### config.mk
export PLATFORM = sky130hd
export DESIGN_NAME = timer_multi
export DESIGN_NICKNAME = d
export VERILOG_FILES = /design/src/rtl/timer_pkg.sv /design/src/rtl/timer_channel.sv /design/src/rtl/timer_multi.sv
export SDC_FILE = /design/constraint.sdc
export NUM_CORES = 1
export LEC_CHECK = 0
export ABC_AREA = 1
export CORE_MARGIN = 3
export CORE_UTILIZATION = 40
export CTS_CLUSTER_DIAMETER = 150
export DETAILED_ROUTE_END_ITERATION = 10
export PLACE_DENSITY = 0.71
export SETUP_SLACK_MARGIN = 0.3
export SYNTH_ARGS = -nofsm -noshare
export SYNTH_HDL_FRONTEND = slang
export SYNTH_SLANG_ARGS = --single-unit
### constraint.sdc
create_clock -name clk_in -period 2.7 [get_ports clk_in]
set_input_delay 0.81 -clock clk_in [delete_from_list [all_inputs] [get_ports clk_in]]
set_output_delay 0.81 -clock clk_in [all_outputs]
set_load 0.005 [all_outputs]
### src/rtl/timer_pkg.sv
// ---------------------------------------------------------------------------
// timer_pkg
// Shared definitions for the multi-channel timer:
//   state_t          channel state encoding (IDLE=00, RUN=01, ROLL=11)
//   PS_W_DEFAULT     default prescaler-select width
//   ps_cnt_w()       prescaler counter width for a given select width
// ---------------------------------------------------------------------------
package timer_pkg;

    typedef enum logic [1:0] {
        IDLE = 2'b00,
        RUN  = 2'b01,
        ROLL = 2'b11
    } state_t;

    localparam int unsigned PS_W_DEFAULT = 3;

    // A select of ps needs ps low bits of the prescaler counter; the largest
    // select is 2^ps_w - 1, so that is the counter width.
    function automatic int unsigned ps_cnt_w(input int unsigned ps_w);
        return (32'd1 << ps_w) - 32'd1;
    endfunction

endpackage

### src/rtl/timer_channel.sv
// ---------------------------------------------------------------------------
// timer_channel
// One up-counting timer channel with clock-enable prescaler, one-shot /
// auto-reload operation and registered PWM output.
// Optional capture unit when TIMER_CAPTURE_EN is defined.
//
// Ports:
//   clk_in, rst        clock, synchronous active-high reset
//   en                 low forces IDLE
//   go                 start request, level sampled in IDLE
//   stop               abort; RUN/ROLL return to IDLE
//   auto_load          reload on rollover and continue
//   pwm_mode           enables pwm_out
//   prescaler_conf     divide select (ratio 2^ps)
//   load_val, cmp_val  start/reload value, PWM compare value
//   count              live counter value
//   busy               state != IDLE
//   tmr_int, go_clear  one-cycle rollover pulses
//   pwm_out            registered PWM output
//   cap_in/cap_val/cap_int  (TIMER_CAPTURE_EN only) async capture input,
//                      captured count, one-cycle capture pulse
// ---------------------------------------------------------------------------
module timer_channel
    import timer_pkg::*;
#(
    parameter int unsigned WIDTH = 16,
    parameter int unsigned PS_W  = PS_W_DEFAULT
) (
    input  logic             clk_in,
    input  logic             rst,
    input  logic             en,
    input  logic             go,
    input  logic             stop,
    input  logic             auto_load,
    input  logic             pwm_mode,
    input  logic [PS_W-1:0]  prescaler_conf,
    input  logic [WIDTH-1:0] load_val,
    input  logic [WIDTH-1:0] cmp_val,
    output logic [WIDTH-1:0] count,
    output logic             busy,
    output logic             tmr_int,
    output logic             go_clear,
`ifdef TIMER_CAPTURE_EN
    input  logic             cap_in,
    output logic [WIDTH-1:0] cap_val,
    output logic             cap_int,
`endif
    output logic             pwm_out
);

    localparam int unsigned PSC_W = ps_cnt_w(PS_W);

    state_t             state, state_nxt;
    logic [WIDTH-1:0]   count_nxt;
    logic [PSC_W-1:0]   ps_cnt, ps_nxt, ps_mask;
    logic               tick;
    logic               roll_pulse, roll_nxt;

    always_comb begin
        ps_mask   = (PSC_W'(1) << prescaler_conf) - PSC_W'(1);
        tick      = (prescaler_conf == '0) || ((ps_cnt & ps_mask) == ps_mask);
        state_nxt = state;
        count_nxt = count;
        ps_nxt    = ps_cnt + PSC_W'(1);
        roll_nxt  = 1'b0;
        // !en and stop outrank the state logic, including a rollover on the
        // same cycle, so the pulse is never raised for an aborted channel.
        if (!en || stop) begin
            state_nxt = IDLE;
        end else begin
            case (state)
                IDLE: begin
                    if (go) begin
                        state_nxt = RUN;
                        count_nxt = load_val;
                        ps_nxt    = '0;
                    end
                end
                RUN: begin
                    if (tick) begin
                        count_nxt = count + WIDTH'(1);
                        if (&count) begin
                            state_nxt = ROLL;
                            roll_nxt  = 1'b1;
                        end
                    end
                end
                ROLL: begin
                    if (auto_load) begin
                        state_nxt = RUN;
                        count_nxt = load_val;
                    end else begin
                        state_nxt = IDLE;
                    end
                end
                default: state_nxt = IDLE;
            endcase
        end
    end

    always_ff @(posedge clk_in) begin
        if (rst) begin
            state      <= IDLE;
            count      <= '0;
            ps_cnt     <= '0;
            roll_pulse <= 1'b0;
            pwm_out    <= 1'b0;
        end else begin
            state      <= state_nxt;
            count      <= count_nxt;
            ps_cnt     <= ps_nxt;
            roll_pulse <= roll_nxt;
            pwm_out    <= pwm_mode && (state == RUN) && (count < cmp_val);
        end
    end

    assign busy     = (state != IDLE);
    assign tmr_int  = roll_pulse;
    assign go_clear = roll_pulse;

`ifdef TIMER_CAPTURE_EN
    logic [2:0] cap_sync;
    logic       cap_edge;

    assign cap_edge = cap_sync[1] && !cap_sync[2];

    always_ff @(posedge clk_in) begin
        if (rst) begin
            cap_sync <= '0;
            cap_val  <= '0;
            cap_int  <= 1'b0;
        end else begin
            cap_sync <= {cap_sync[1:0], cap_in};
            cap_int  <= 1'b0;
            if (cap_edge && (state == RUN)) begin
                cap_val <= count;
                cap_int <= 1'b1;
            end
        end
    end
`endif

endmodule

### src/rtl/timer_multi.sv
// ---------------------------------------------------------------------------
// timer_multi
// NCH independent WIDTH-bit timer channels; this level only slices the
// packed per-channel vectors onto timer_channel instances.
// Optional capture ports/logic when TIMER_CAPTURE_EN is defined.
//
// Ports (channel i occupies bit i, [i*PS_W +: PS_W] or [i*WIDTH +: WIDTH]):
//   clk_in, rst                          clock, synchronous active-high reset
//   en, go, stop, auto_load, pwm_mode    per-channel controls
//   prescaler_conf                       per-channel divide select
//   load_val, cmp_val                    per-channel load / compare values
//   count, busy, tmr_int, go_clear, pwm_out   per-channel status
//   cap_in, cap_val, cap_int             capture (TIMER_CAPTURE_EN only)
// ---------------------------------------------------------------------------
module timer_multi
    import timer_pkg::*;
#(
    parameter int unsigned WIDTH = 16,
    parameter int unsigned NCH   = 2,
    parameter int unsigned PS_W  = PS_W_DEFAULT
) (
    input  logic [0:0]           clk_in,
    input  logic                 rst,
    input  logic [NCH-1:0]       en,
    input  logic [NCH-1:0]       go,
    input  logic [NCH-1:0]       stop,
    input  logic [NCH-1:0]       auto_load,
    input  logic [NCH-1:0]       pwm_mode,
    input  logic [NCH*PS_W-1:0]  prescaler_conf,
    input  logic [NCH*WIDTH-1:0] load_val,
    input  logic [NCH*WIDTH-1:0] cmp_val,
    output logic [NCH*WIDTH-1:0] count,
    output logic [NCH-1:0]       busy,
    output logic [NCH-1:0]       tmr_int,
    output logic [NCH-1:0]       go_clear,
`ifdef TIMER_CAPTURE_EN
    input  logic [NCH-1:0]       cap_in,
    output logic [NCH*WIDTH-1:0] cap_val,
    output logic [NCH-1:0]       cap_int,
`endif
    output logic [NCH-1:0]       pwm_out
);

    for (genvar i = 0; i < NCH; i++) begin : g_ch
        timer_channel #(
            .WIDTH (WIDTH),
            .PS_W  (PS_W)
        ) u_ch (
            .clk_in         (clk_in[0]),
            .rst            (rst),
            .en             (en[i]),
            .go             (go[i]),
            .stop           (stop[i]),
            .auto_load      (auto_load[i]),
            .pwm_mode       (pwm_mode[i]),
            .prescaler_conf (prescaler_conf[i*PS_W +: PS_W]),
            .load_val       (load_val[i*WIDTH +: WIDTH]),
            .cmp_val        (cmp_val[i*WIDTH +: WIDTH]),
            .count          (count[i*WIDTH +: WIDTH]),
            .busy           (busy[i]),
            .tmr_int        (tmr_int[i]),
            .go_clear       (go_clear[i]),
`ifdef TIMER_CAPTURE_EN
            .cap_in         (cap_in[i]),
            .cap_val        (cap_val[i*WIDTH +: WIDTH]),
            .cap_int        (cap_int[i]),
`endif
            .pwm_out        (pwm_out[i])
        );
    end

endmodule

* After elaboration in Yosys (flattened, before gate mapping) *
Index checks and enable logic that the tools add are counted.

word-level totals
  register bits after elaboration = 54
  input bits = 82
  word-level logic and storage cells = 96

operators by class
  bitwise gates (word level) = 8
  reduce and logical (&&, ||, !) cells = 28
  muxes and demuxes = 26
  $add $sub $neg = 6
  shift-type cells = 2
  magnitude comparators = 2
  equal/unequal tests = 14

operators with widths
  operator                                                                number
  16-bit 2-to-1 mux                                                       6
  16-bit case mux with 3 select lines                                     2
  7-bit 2-to-1 mux                                                        6
  16-bit by 1-bit adder with 16-bit output (second input constant)        2
  16-bit less-than comparator                                             2
  16-bit AND reduction                                                    2
  7-bit by 1-bit adder with 7-bit output (second input constant)          2
  7-bit AND                                                               2
  7-bit equality test                                                     2
  1-bit by 3-bit << shifter with 7-bit output (first input constant)      2
  7-bit by 2-bit subtractor with 7-bit output (second input constant)     2
  2-bit 2-to-1 mux                                                        6
  2-bit case mux with 3 select lines                                      2
  5-bit AND reduction                                                     2
  2-bit by 1-bit != test with 1-bit output (second input constant)        4
  2-bit != test (second input constant)                                   4
  4-bit OR reduction                                                      2
  3-bit zero test                                                         2
  1-bit NOT                                                               6
  3-bit AND reduction                                                     2
  3-bit nonzero test                                                      2
  2-bit by 1-bit equality test with 1-bit output (second input constant)  2
  2-bit equality test (second input constant)                             2
  1-bit logical AND                                                       4
  other kinds (6)                                                         16

* Longest topological paths before layout *
  depth in word-level cells = 7
  depth in mapped cells = 16

* Hierarchy *
A second synthesis with hierarchy kept.

unflattened totals
  cells, all modules = 704
  area, all modules = 4414.2 um2

modules (own cells, without submodules)
  module         times used  area an instance (um2)  cells each  seq. area each (um2)
  timer_channel  2           2207.1                  352         540.5

* Worst setup path after synthesis *
OpenSTA, ideal clock, no wires.

  path type = input -> register
  start point = in prescaler_conf[2]
  end point = reg g_ch[0].u_ch.count[15]
  data required time = 2.587 ns
  cell stages on the path = 14
  library setup time = 0.113 ns
  slack = 0.402 ns
  path buffers = 2
  arrival = 2.185 ns
  cell sequence = buf_6 > inv_4 > nand2_4 > ha_1 > nor2_1 > a21oi_1 > nand3_1 > nor2_2 > nand2_2 > nand3_4 > nand2_4 > buf_12 > nor2_1 > nor2_1

on the way
  longest elaborated chain between the ends = 7
  elaborated cells on any way between the ends = 8
  classes of those cells = 1 x add/sub; 2 x eq/ne; 1 x shift; 1 x bitwise; 3 x reduce/logical

RTL lines
  element                                                      line                  source
  start: declaration                                           timer_multi.sv:29     input logic [NCH*PS_W-1:0] prescaler_conf,
  1-bit by 3-bit << shifter with 7-bit output                  timer_channel.sv:60   ps_mask = (PSC_W'(1) << prescaler_conf) - PSC_W'(1);
  7-bit by 2-bit subtractor with 7-bit output                  timer_channel.sv:60
  7-bit AND                                                    timer_channel.sv:61   tick = (prescaler_conf == '0) || ((ps_cnt & ps_mask) == ps_mask);
  7-bit equality test                                          timer_channel.sv:61
  1-bit logical OR *                                           timer_channel.sv:61
  2-bit by 1-bit != test with 1-bit output (no source line) *  n/a
  5-bit AND reduction (no source line) *                       n/a
  end signal: assignment                                       timer_channel.sv:110  count <= count_nxt;
  end: declaration                                             timer_channel.sv:39   output logic [WIDTH-1:0] count,

Every way passes the cells marked *; elsewhere a longest branch is shown, timed or not.
A chain may end at the register's enable or synchronous reset.

* Final worst setup path *
  start point = in prescaler_conf[3]
  end point = reg g_ch[1].u_ch.count[2]

on the way
  longest elaborated chain between the ends = 7
  elaborated cells on any way between the ends = 8
  classes of those cells = 1 x add/sub; 2 x eq/ne; 1 x shift; 1 x bitwise; 3 x reduce/logical

RTL lines
  element                                                      line
  1-bit by 3-bit << shifter with 7-bit output                  timer_channel.sv:60
  7-bit by 2-bit subtractor with 7-bit output                  timer_channel.sv:60
  7-bit AND                                                    timer_channel.sv:61
  7-bit equality test                                          timer_channel.sv:61
  1-bit logical OR *                                           timer_channel.sv:61
  2-bit by 1-bit != test with 1-bit output (no source line) *  n/a
  5-bit AND reduction (no source line) *                       n/a
  end signal: assignment                                       timer_channel.sv:110
  end: declaration                                             timer_channel.sv:39

Marks and branches as above.

==> impl_results.md <==
* Most frequent cells in the layout: nand2_1, clkdlybuf4s50_1, inv_1
* Mapped Nets at around 840
* Worst Hold Depth at 1
* Clock Path Buffers at 2
* Initial Utilization at a little over two fifths
* Worst path depth at 13
* Share of layout cells above drive strength 1 at 9.09%
* Fin. Hold Viols at 0
* Io pins at 122
* Sequential-to-total area share from yosys stat at 24.5%
* Final min period at 2.31 ns
* Worst Clk Skew at ~0.0096 ns
* Post-Syn Area per Cell at between 6 and 7 um2
* Footprint of the multi-input gates at 2870 um2
* CP Max Fanout at 6
* Vias at 4,939
* Delay-heaviest family, CP: simple AND/OR/NAND/NOR gates
* CTS tree: done
* Met1 GRT Util at 23.4%
* Most Used Layer, Global Route: met2
* Final Max Slew Viols at 0
* Fill cells at 995
* Routed wire length at 12.9 mm
* Worst Setup Start Kind: input port
* Period utilization at 85.6%
* Die Span Y at 111 um
* Total Nets Final at 975
* R2R depth at 9
* RSZ-0062 raised after global routing: no
* P&R area growth vs syn at 37.6%
* Final setup viols at 0
* Detail Route Antenna Nets at 0
* Crit-path max cell delay at 0.29 ns
* PortBufs at 121
* Global-route wire length before repair at between 20 and 25 mm
* Slew headroom at 58.0%
* Final setup margin at 0.388 ns
* Commonest non-fill, non-tap cell in the layout: nand2_1
* Vias in the first global route at 4,766
* Pin count of the biggest net entering global routing at 24
* Cts bufs inserted at 5
* Synthesized flop and latch total at 54
* Core area at 10,500 um2
* Synth Cell Area at 4410 um2
* Met2 Use GR at between 30% and 40%
* Synth unique cells at 36
* DR iter-0 viols at 216
* Cells along the critical path: dlygate4sd2_1, nor2_2, nand2_2, ha_4, nor2_1, a21oi_1, nand3_1, nor2_1, nand2_2, nand3_4, buf_6, nand3_1, a21oi_2
* Pwr dens at 325 nW/um2
* Critical path class: in2reg
* WP data arrival at 2.56 ns
* FF-to-FF End: g_ch[1].u_ch.state[1]
* WL/cell at 13.0 um
* Row count at 37
* Lkg Pwr at 2.86 nW
* Fmax at roughly 0.43 GHz
* Worst Path Buf+Inv at 2
* Gr ovfl total at 0
* CP required at 2.95 ns
* Yosys warnings at 0
* Register area at 1080 um2
* Setup TNS at 0 ns
* Worst skew pair latency at 0.31 ns
* R2r startpoint: g_ch[1].u_ch.count[0]
* Die ar. at 12,300 um2
* Met3 Use GR at 3.66%
* Worst Hold Path EP: g_ch[1].u_ch.ps_cnt[0]
* Gate Count Post-Synth at about 720
* Worst Max-Slew Pin Slew at ~0.63 ns
* Max-cap viol count at 0
* Gpl congestion at approximately 0.84
* Initial antenna violation count at 0
* Total clock sinks at 54
* Gr usage total at approximately 20%
* Worst vdd ir at ~0.00020 V
* Min-Delay Path Class: reg2reg
* FF-to-FF setup slack at between 0.6 and 0.7 ns
* DRC violations left at 0
* Worst hold path startpoint: g_ch[1].u_ch.ps_cnt[0]
* Slowest CP cell: dlygate4sd2_1
* Critical path capture point type: flop
* Ant. Diodes at 0
* 1st-pass router iterations at 5
* H-tree depth at 2
* Pre-CTS setup slack at -0.222 ns
* Die X at 111 um
* Status: complete, no violations
* Vias per std cell at ~5
* DPL Wire Length at between 9 and 10 mm
* Reg clk slew, reported paths at 0.11 ns
* Root buffer cell: clkbuf_8
per-stage QoR:
stage	area (um2)	util [%]	total power, mW	hold WS, ns	cells
3_5_place_dp	5780	55.0	1.40	0.460	975
4_1_cts	5990	57.0	1.97	0.485	989
5_1_grt	6080	57.8	2.09	0.506	994
6_report	6080	57.8	1.98	0.481	994
3_3_place_gp	5780	55.0	1.38	0.446	975
2_1_floorplan	4410	-	1.15	0.430	723
flip-flops by register name, summed over array words and instances (netlist names):
| signal | count |
|---|---|
| g_ch.u_ch.count | 32 |
| g_ch.u_ch.ps_cnt | 14 |
| g_ch.u_ch.pwm_out | 2 |
| g_ch.u_ch.state | 4 |
| g_ch.u_ch.go_clear | 2 |
layout make-up:
cell class	instances	area share (%)
clock inverters	3	0.741
well taps	136	2.80
multi-input cells	537	47.3
flip-flops and latches	54	17.8
inverters	109	6.78
repair buffers	150	23.5
clock buffers	5	1.13
how the worst max path moves through the flow:
stage	end	start
after detailed placement	g_ch[1].u_ch.count[8]	prescaler_conf[4]
after floorplan	g_ch[0].u_ch.count[15]	prescaler_conf[2]
final	g_ch[1].u_ch.count[2]	prescaler_conf[3]
after global routing	g_ch[1].u_ch.count[5]	prescaler_conf[3]
after global placement	g_ch[1].u_ch.count[12]	prescaler_conf[4]
after CTS	g_ch[1].u_ch.count[2]	prescaler_conf[5]
repair_timing:
action,4_1_cts,5_1_grt
hold buffers,0,0
gates cloned,3,1
endpoints found under the setup margin,32,33
pin swaps,2,15
buffers inserted,3,4
gates resized for setup,14,21
synth_stat cells, drive strengths merged:
cell type	instances	share of area [%]
a21o	1	0.17
a21oi	39	4.4
a31oi	1	0.14
and3	1	0.14
buf	16	3.1
clkbuf	10	0.85
dfxtp	54	24
ha	36	10
inv	109	9.3
mux2i	2	0.45
nand2	205	18
nand3	64	7.7
nand3b	2	0.34
nand4	10	1.4
nor2	104	9.3
nor3	21	2.4
nor3b	1	0.17
o211ai	1	0.17
o21ai	25	2.8
o21bai	2	0.34
o31ai	3	0.51
or2	1	0.14
xnor2	4	0.79
xor2	11	2.2
routing by layer:
layer | part of all wire (%) | up-vias
met3 | 6.4 | 13
li1 | - | 2554
met1 | 41 | 2209
met2 | 51 | 163
met4 | 1.0 | 0
met5 | 0 | -
report_power, final:
| part | internal [mW] | switching [mW] | leakage, nW |
|---|---|---|---|
| Combinational | 0.280 | 0.247 | 2.37 |
| Sequential | 0.829 | 0.0497 | 0.440 |
| Clock | 0.277 | 0.293 | 0.0504 |
| Total | 1.39 | 0.590 | 2.86 |
kinds of logic after synthesis:
| group | count (synthesis) | share of synthesized area (%) |
|---|---|---|
| adders and majority gates | 36 | 10.2 |
| xor gates and xnor gates | 15 | 2.98 |
| and+or+nand+nor | 409 | 40.0 |
| muxes | 2 | 0.454 |
| DFF | 54 | 24.5 |
| buffers and inverters | 135 | 13.3 |
| AOI/OAI and AO/OA | 72 | 8.59 |
No activity file was read; power rests on OpenSTA's default activity.
